$ cat src/rtl/loader_pkg.sv
// Shared types and defaults for the instruction-memory program loader.
package loader_pkg;

  localparam int LOADER_ADX_W = 7;
  localparam int LOADER_DEPTH = 128;

  typedef enum logic [2:0] {
    IDLE     = 3'd0,
    ASSEMBLE = 3'd1,
    WRITE    = 3'd2,
    CHECK    = 3'd3,
    FINISH   = 3'd4
  } loaderState_t;

  // Requested word count limited to the memory depth.
  function automatic logic [8:0] clampCount(input logic [7:0] n, input int depth);
    logic [8:0] d;
    d = 9'(depth);
    return ({1'b0, n} > d) ? d : {1'b0, n};
  endfunction

endpackage

$ cat src/rtl/program_loader_byte_packer.sv
// Big-endian byte-to-word packer: first byte lands in [31:24].
module byte_packer (
  input  logic        clk,
  input  logic        rst,
  input  logic        clr,
  input  logic        shiftEn,
  input  logic [7:0]  byteIn,
  output logic [31:0] word,
  output logic        wordValid
);

  logic [23:0] shiftReg;
  logic [1:0]  idx;

  always_ff @(posedge clk or posedge rst) begin
    if (rst) begin
      shiftReg <= '0;
      idx      <= '0;
    end else if (clr) begin
      shiftReg <= '0;
      idx      <= '0;
    end else if (shiftEn) begin
      shiftReg <= {shiftReg[15:0], byteIn};
      idx      <= idx + 2'd1;
    end
  end

  // The fourth byte completes the word combinationally so the FSM can latch it on the same edge.
  assign word      = {shiftReg, byteIn};
  assign wordValid = shiftEn && (idx == 2'd3);

endmodule

$ cat src/rtl/program_loader.sv
// Streams bytes into 32-bit instruction words and writes them to instruction memory.
// Optional checksum byte after the last word is enabled by defining LOADER_CHECKSUM_EN.
module program_loader
  import loader_pkg::*;
#(
  parameter int ADX_W = LOADER_ADX_W,
  parameter int DEPTH = LOADER_DEPTH
) (
  input  logic             clk,
  input  logic             rst,
  input  logic             start,
  input  logic [7:0]       num_words,
  input  logic             byte_valid,
  input  logic [7:0]       byte_data,
  output logic             byte_ready,
  output logic             IMR,
  output logic [31:0]      instr2load,
  output logic [ADX_W-1:0] loadAdx,
  output logic             cpu_hold,
  output logic             done,
  output logic             err
);

  loaderState_t state;
  logic [8:0]   count;
  logic [8:0]   wordCnt;
  logic [8:0]   reqCount;
  logic         accept;
  logic         packEn;
  logic         packClr;
  logic         wordValid;
  logic [31:0]  packWord;
  logic         lastWord;

  assign reqCount = clampCount(num_words, DEPTH);
  assign accept   = byte_valid && byte_ready;
  assign packEn   = accept && (state == ASSEMBLE);
  assign packClr  = (state == IDLE) && start;
  assign lastWord = ((wordCnt + 9'd1) == count);

  byte_packer uPacker (
    .clk       (clk),
    .rst       (rst),
    .clr       (packClr),
    .shiftEn   (packEn),
    .byteIn    (byte_data),
    .word      (packWord),
    .wordValid (wordValid)
  );

`ifdef LOADER_CHECKSUM_EN
  logic [7:0] sum;
  logic [7:0] chk;
  assign chk = sum + byte_data;
`else
  assign err = 1'b0;
`endif

  // Outputs are registered alongside the state, so they always reflect the state being entered.
  always_ff @(posedge clk or posedge rst) begin
    if (rst) begin
      state      <= IDLE;
      count      <= '0;
      wordCnt    <= '0;
      byte_ready <= 1'b0;
      IMR        <= 1'b0;
      instr2load <= '0;
      loadAdx    <= '0;
      cpu_hold   <= 1'b0;
      done       <= 1'b0;
`ifdef LOADER_CHECKSUM_EN
      sum        <= '0;
      err        <= 1'b0;
`endif
    end else begin
      IMR  <= 1'b0;
      done <= 1'b0;
      case (state)
        IDLE: begin
          if (start) begin
            count    <= reqCount;
            wordCnt  <= '0;
            loadAdx  <= '0;
            cpu_hold <= 1'b1;
`ifdef LOADER_CHECKSUM_EN
            sum      <= '0;
            err      <= 1'b0;
`endif
            if (reqCount == 9'd0) begin
              state <= FINISH;
            end else begin
              state      <= ASSEMBLE;
              byte_ready <= 1'b1;
            end
          end
        end
        ASSEMBLE: begin
`ifdef LOADER_CHECKSUM_EN
          if (accept) sum <= chk;
`endif
          if (wordValid) begin
            state      <= WRITE;
            byte_ready <= 1'b0;
            IMR        <= 1'b1;
            instr2load <= packWord;
          end
        end
        WRITE: begin
          wordCnt <= wordCnt + 9'd1;
          if (lastWord) begin
`ifdef LOADER_CHECKSUM_EN
            state      <= CHECK;
            byte_ready <= 1'b1;
`else
            state      <= FINISH;
`endif
          end else begin
            // Address stops on the last word so it never wraps past DEPTH-1.
            loadAdx    <= loadAdx + ADX_W'(1);
            state      <= ASSEMBLE;
            byte_ready <= 1'b1;
          end
        end
`ifdef LOADER_CHECKSUM_EN
        CHECK: begin
          if (accept) begin
            if (chk != 8'd0) err <= 1'b1;
            state      <= FINISH;
            byte_ready <= 1'b0;
          end
        end
`endif
        FINISH: begin
          done     <= 1'b1;
          cpu_hold <= 1'b0;
          state    <= IDLE;
        end
        default: begin
          state      <= IDLE;
          byte_ready <= 1'b0;
          cpu_hold   <= 1'b0;
        end
      endcase
    end
  end

endmodule

$ cat config.mk
export PLATFORM = sky130hd
export DESIGN_NAME = program_loader
export DESIGN_NICKNAME = d
export VERILOG_FILES = /design/src/rtl/loader_pkg.sv /design/src/rtl/program_loader_byte_packer.sv /design/src/rtl/program_loader.sv
export SDC_FILE = /design/constraint.sdc
export NUM_CORES = 1
export LEC_CHECK = 0
export BUFFER_PORTS_ARGS = -buffer_cell sky130_fd_sc_hd__clkbuf_2
export CAP_MARGIN = 30
export CORE_ASPECT_RATIO = 1.1
export CORE_MARGIN = 5
export CORE_UTILIZATION = 56
export CTS_CLUSTER_DIAMETER = 30
export DETAILED_ROUTE_END_ITERATION = 6
export HOLD_SLACK_MARGIN = 0.1
export PLACE_DENSITY = 0.86
export SYNTH_ARGS = -nofsm -noshare
export SYNTH_HDL_FRONTEND = slang
export SYNTH_SLANG_ARGS = --single-unit
export TNS_END_PERCENT = 10
$ cat constraint.sdc
create_clock -name clk -period 3.75 [get_ports clk]
set_input_delay 0.75 -clock clk [delete_from_list [all_inputs] [get_ports clk]]
set_output_delay 0.75 -clock clk [all_outputs]
set_load 0.03 [all_outputs]
==> out/qor.yml <==
outcome:
  outcome: "finished clean"
power_and_ir_drop:
  p_seq_share_pct: 44.4
  power.static_leakage_nw: 2.23
  swShare_pct: 39.0
  switchingPower_w: 0.00133
  power.clock.fraction_pct: 21.1
  internal_power_w: 0.00208
  power.ir.vdd_worst_mv: 0.570
  comb_power_share_pct: 34.5
  power_per_standard_cell_area_nw_per_um2: 751
timing:
  timing_worst_slew_pin_value_ns: 0.817
  grt_setup_unrepaired: "no"
  slew_limit_fails: 0
  fin_crit_sh_pct: 71.9
  clock_skew_ns: 0.0107
  worst_hold_slack_ns: 0.487
  maxSlewHeadroom_pct: 45.4
  period_minus_slack_ns: 2.69
  finalHoldViolations: 0
  maxClockFrequency_mhz: 371
  final-setup-viol-count: 0
  setup_slack_ns: 1.06
  setup_total_negative_slack_ns: 0
cts:
  cts_buffer_depth: 2
  clk_latency_ns: 0.35
  root_buffer: "sky130_fd_sc_hd__clkbuf_8"
  cts_hold_repair.buffers: 0
  tritoncts_clock_tree: "done"
  cts_sinks: 89
  clk_pin_slew_worst_paths_ns: 0.09
  cts_post_setup_buffers_inserted: 0
  cts_buffer_count: 9
  post_cts.resized_instances: 0
  ctsHtreeMaxLevel: 3
global_routing:
  grt_pass1_vias: 2968
  largest_net_degree_at_the_start_of_global_routing: 47
  grt_first_pass_wirelength_um: 14200
  gr-usage-all-layers_pct: 19.2
  grt-ovfl-total: 0
  antenna_found_initial: 0
routing:
  initial_drt_markers: 105
  wl_per_cell_um: 15.7
  postRouteWirelength_um: 8130
  drtPass1Iterations: 6
  routed_via_count: 2905
  detail-route-antenna-nets: 0
  routed_via_density: 5.60
  number_of_remaining_drc_errors: 0
synthesis:
  seq_area_frac_synth_pct: 55.9
  syn-cell-area_sq_um: 3980
  number_of_enable_type_register_cells_in_the_synthesized_netlist: 0
  synth_nets: 396
  synth.yosys.warnings: 0
  ys_dominant_reg_cell: "sky130_fd_sc_hd__dfrtp_1"
  count_of_cell_types_in_the_netlist: 48
  syn_inst: 373
  post_synthesis_average_cell_area_sq_um: 10.7
  synth_seq_cells: 89
  postSynth.asyncResetShare_pct: 100
floorplan:
  placementRows: 32
  floorplan.die_area_sq_um: 8900
  initial_utilization_pct: 57.1
  num_io_pins: 64
  coreArea_sq_um: 6970
  die_w_um: 90.4
  dieHeight_um: 98.4
finish:
  finish.net_count: 452
  finalCoreUtilization_pct: 65.3
  mostFrequentLayoutCells: "89 x sky130_fd_sc_hd__dfrtp_1, 71 x sky130_fd_sc_hd__nand2_1, 62 x sky130_fd_sc_hd__clkbuf_2, 32 x sky130_fd_sc_hd__mux2_2, 26 x sky130_fd_sc_hd__a21oi_1"
  layout-drive-gt1-share_pct: 28.3
  antennaDiodeCount: 0
  syn2layout_area_growth_pct: 14.3
  most_common_cell_after_layout_fill_and_taps_aside: "sky130_fd_sc_hd__dfrtp_1"
worst_setup_path:
  critPathCaptureType: "flip-flop"
  critical-path-max-stage-delay_ns: 0.65
  worstPathRequired_ns: 3.98
  timing.critical_path.max_delay_family: "compound AO/OA/AOI/OAI gates"
  worst_ep_arrival_time_ns: 2.93
  cp.buffers_inverters: 0
  worst-path-max-fanout: 9
  startpoint_type: "flip-flop"
  critPathKind: "flip-flop to flip-flop"
  worst_path_max_delay_cell: "sky130_fd_sc_hd__a2111oi_4"
  worstPathCellList: "ha_1, nand2_1, xor2_1, o32a_1, a2111oi_4, a21o_2, o22ai_1"
place:
  port_buffers: 62
  pre_cts_ws_ns: 1.08
  detailedPlacementHpwl_um: 5590
  place.gp.congestion: 0.939
hold_path:
  hold_path.class: "input pin to asynchronous set/reset pin"
flow_run:
  max_cap_viol_count: 0
==> per-stage QoR <==
stage / instance area (sq um) / total power, W / std cells
finish: 4550 / 0.00342 / 519
global route: 4550 / 0.00364 / 519
CTS: 4550 / 0.00345 / 519
detailed placement: 4330 / 0.00272 / 503
global placement: 4330 / 0.00268 / 503
floorplan: 3980 / 0.00237 / 373
==> per-layer routing <==
| layer | up-vias | global-route usage, % | routed length [um] |
|---|---|---|---|
| li1 | 1400 | - | - |
| met1 | 1405 | 23.9 | 3460 |
| met2 | 91 | 33.3 | 4110 |
| met3 | 9 | 5.11 | 469 |
| met4 | 0 | 5.38 | 91 |
| met5 | - | 0 | 0 |
==> worst paths after layout <==
path	to	depth (start not counted)	startpoint	slack (ns)
max in group asynchronous	uPacker.idx[1]$_DFFE_PP0P_	3	rst	2.48
min in group clk	uPacker.shiftReg[16]$_DFFE_PP0P_	1	uPacker.shiftReg[16]$_DFFE_PP0P_	0.50
max reg2reg	loadAdx[6]$_DFFE_PP0P_	7	wordCnt[0]$_DFFE_PP0P_	1.06
min	wordCnt[1]$_DFFE_PP0P_	2	rst	0.49
max	loadAdx[6]$_DFFE_PP0P_	7	wordCnt[0]$_DFFE_PP0P_	1.06
min reg2reg	uPacker.shiftReg[16]$_DFFE_PP0P_	1	uPacker.shiftReg[16]$_DFFE_PP0P_	0.50
==> sequential cells by signal (all words and copies together) (netlist names) <==
signal            count
wordCnt               9
count                 8
uPacker.shiftReg     24
cpu_hold              1
byte_ready            1
instr2load           32
uPacker.idx           2
done                  1
state                 3
loadAdx               7
IMR                   1
==> logic make-up after synthesis <==
group                      after synthesis  share of synthesized area (%)
AOI/OAI and AO/OA                       75                           12.6
muxes                                   33                           9.30
DFF                                     89                           55.9
adders and majority gates                3                          0.943
xor gates and xnor gates                11                           2.42
buffers and inverters                   37                           4.27
and+or+nand+nor                        124                           14.5
other                                    1                         0.0942
==> cells in the mapped netlist, drive strengths merged (2+ instances only) <==
cell type	count	area share [%]
nand3b	7	1.3
clkbuf	12	1.1
a21oi	27	3.5
and2	4	0.63
buf	11	1.8
nand3	13	1.6
nor4	2	0.31
nor3	2	0.25
nor2	10	0.94
nand2	72	6.9
ha	3	0.94
nand4	2	0.31
xor2	4	0.88
a221oi	3	0.66
a22o	9	2.0
mux2	32	9.1
o22ai	8	1.3
nand2b	2	0.31
o31ai	2	0.38
dfrtp	89	56
inv	14	1.3
xnor2	7	1.5
o21ai	14	1.8
and3	5	0.79
nor3b	2	0.50
==> power by group through the flow <==
stage | combinational (W) | clock, W | sequential (W)
2_1_floorplan | 0.000557 | 0 | 0.00182
3_3_place_gp | 0.00116 | 0 | 0.00152
3_5_place_dp | 0.00119 | 0 | 0.00153
4_1_cts | 0.00120 | 0.000736 | 0.00152
5_1_grt | 0.00130 | 0.000773 | 0.00157
6_report | 0.00118 | 0.000720 | 0.00152
==> worst reg2reg max path, stage by stage, from the launching register on <==
cell and delay [ns]:
sky130_fd_sc_hd__dfrtp_1 0.49, sky130_fd_sc_hd__ha_1 0.38, sky130_fd_sc_hd__nand2_1 0.16, sky130_fd_sc_hd__xor2_1 0.17, sky130_fd_sc_hd__o32a_1 0.32, sky130_fd_sc_hd__a2111oi_4 0.65
sky130_fd_sc_hd__a21o_2 0.30, sky130_fd_sc_hd__o22ai_1 0.11
==> layout make-up <==
class | instances | area (sq um)
inverters | 14 | 53.8
clock buffers | 12 | 165
well taps | 85 | 106
repair buffers | 68 | 355
clock inverters | 4 | 58.8
multi-input cells | 247 | 1580
flip-flops and latches | 89 | 2230
fillers | 574 | 2420
Power figures use the tool's default switching activity.
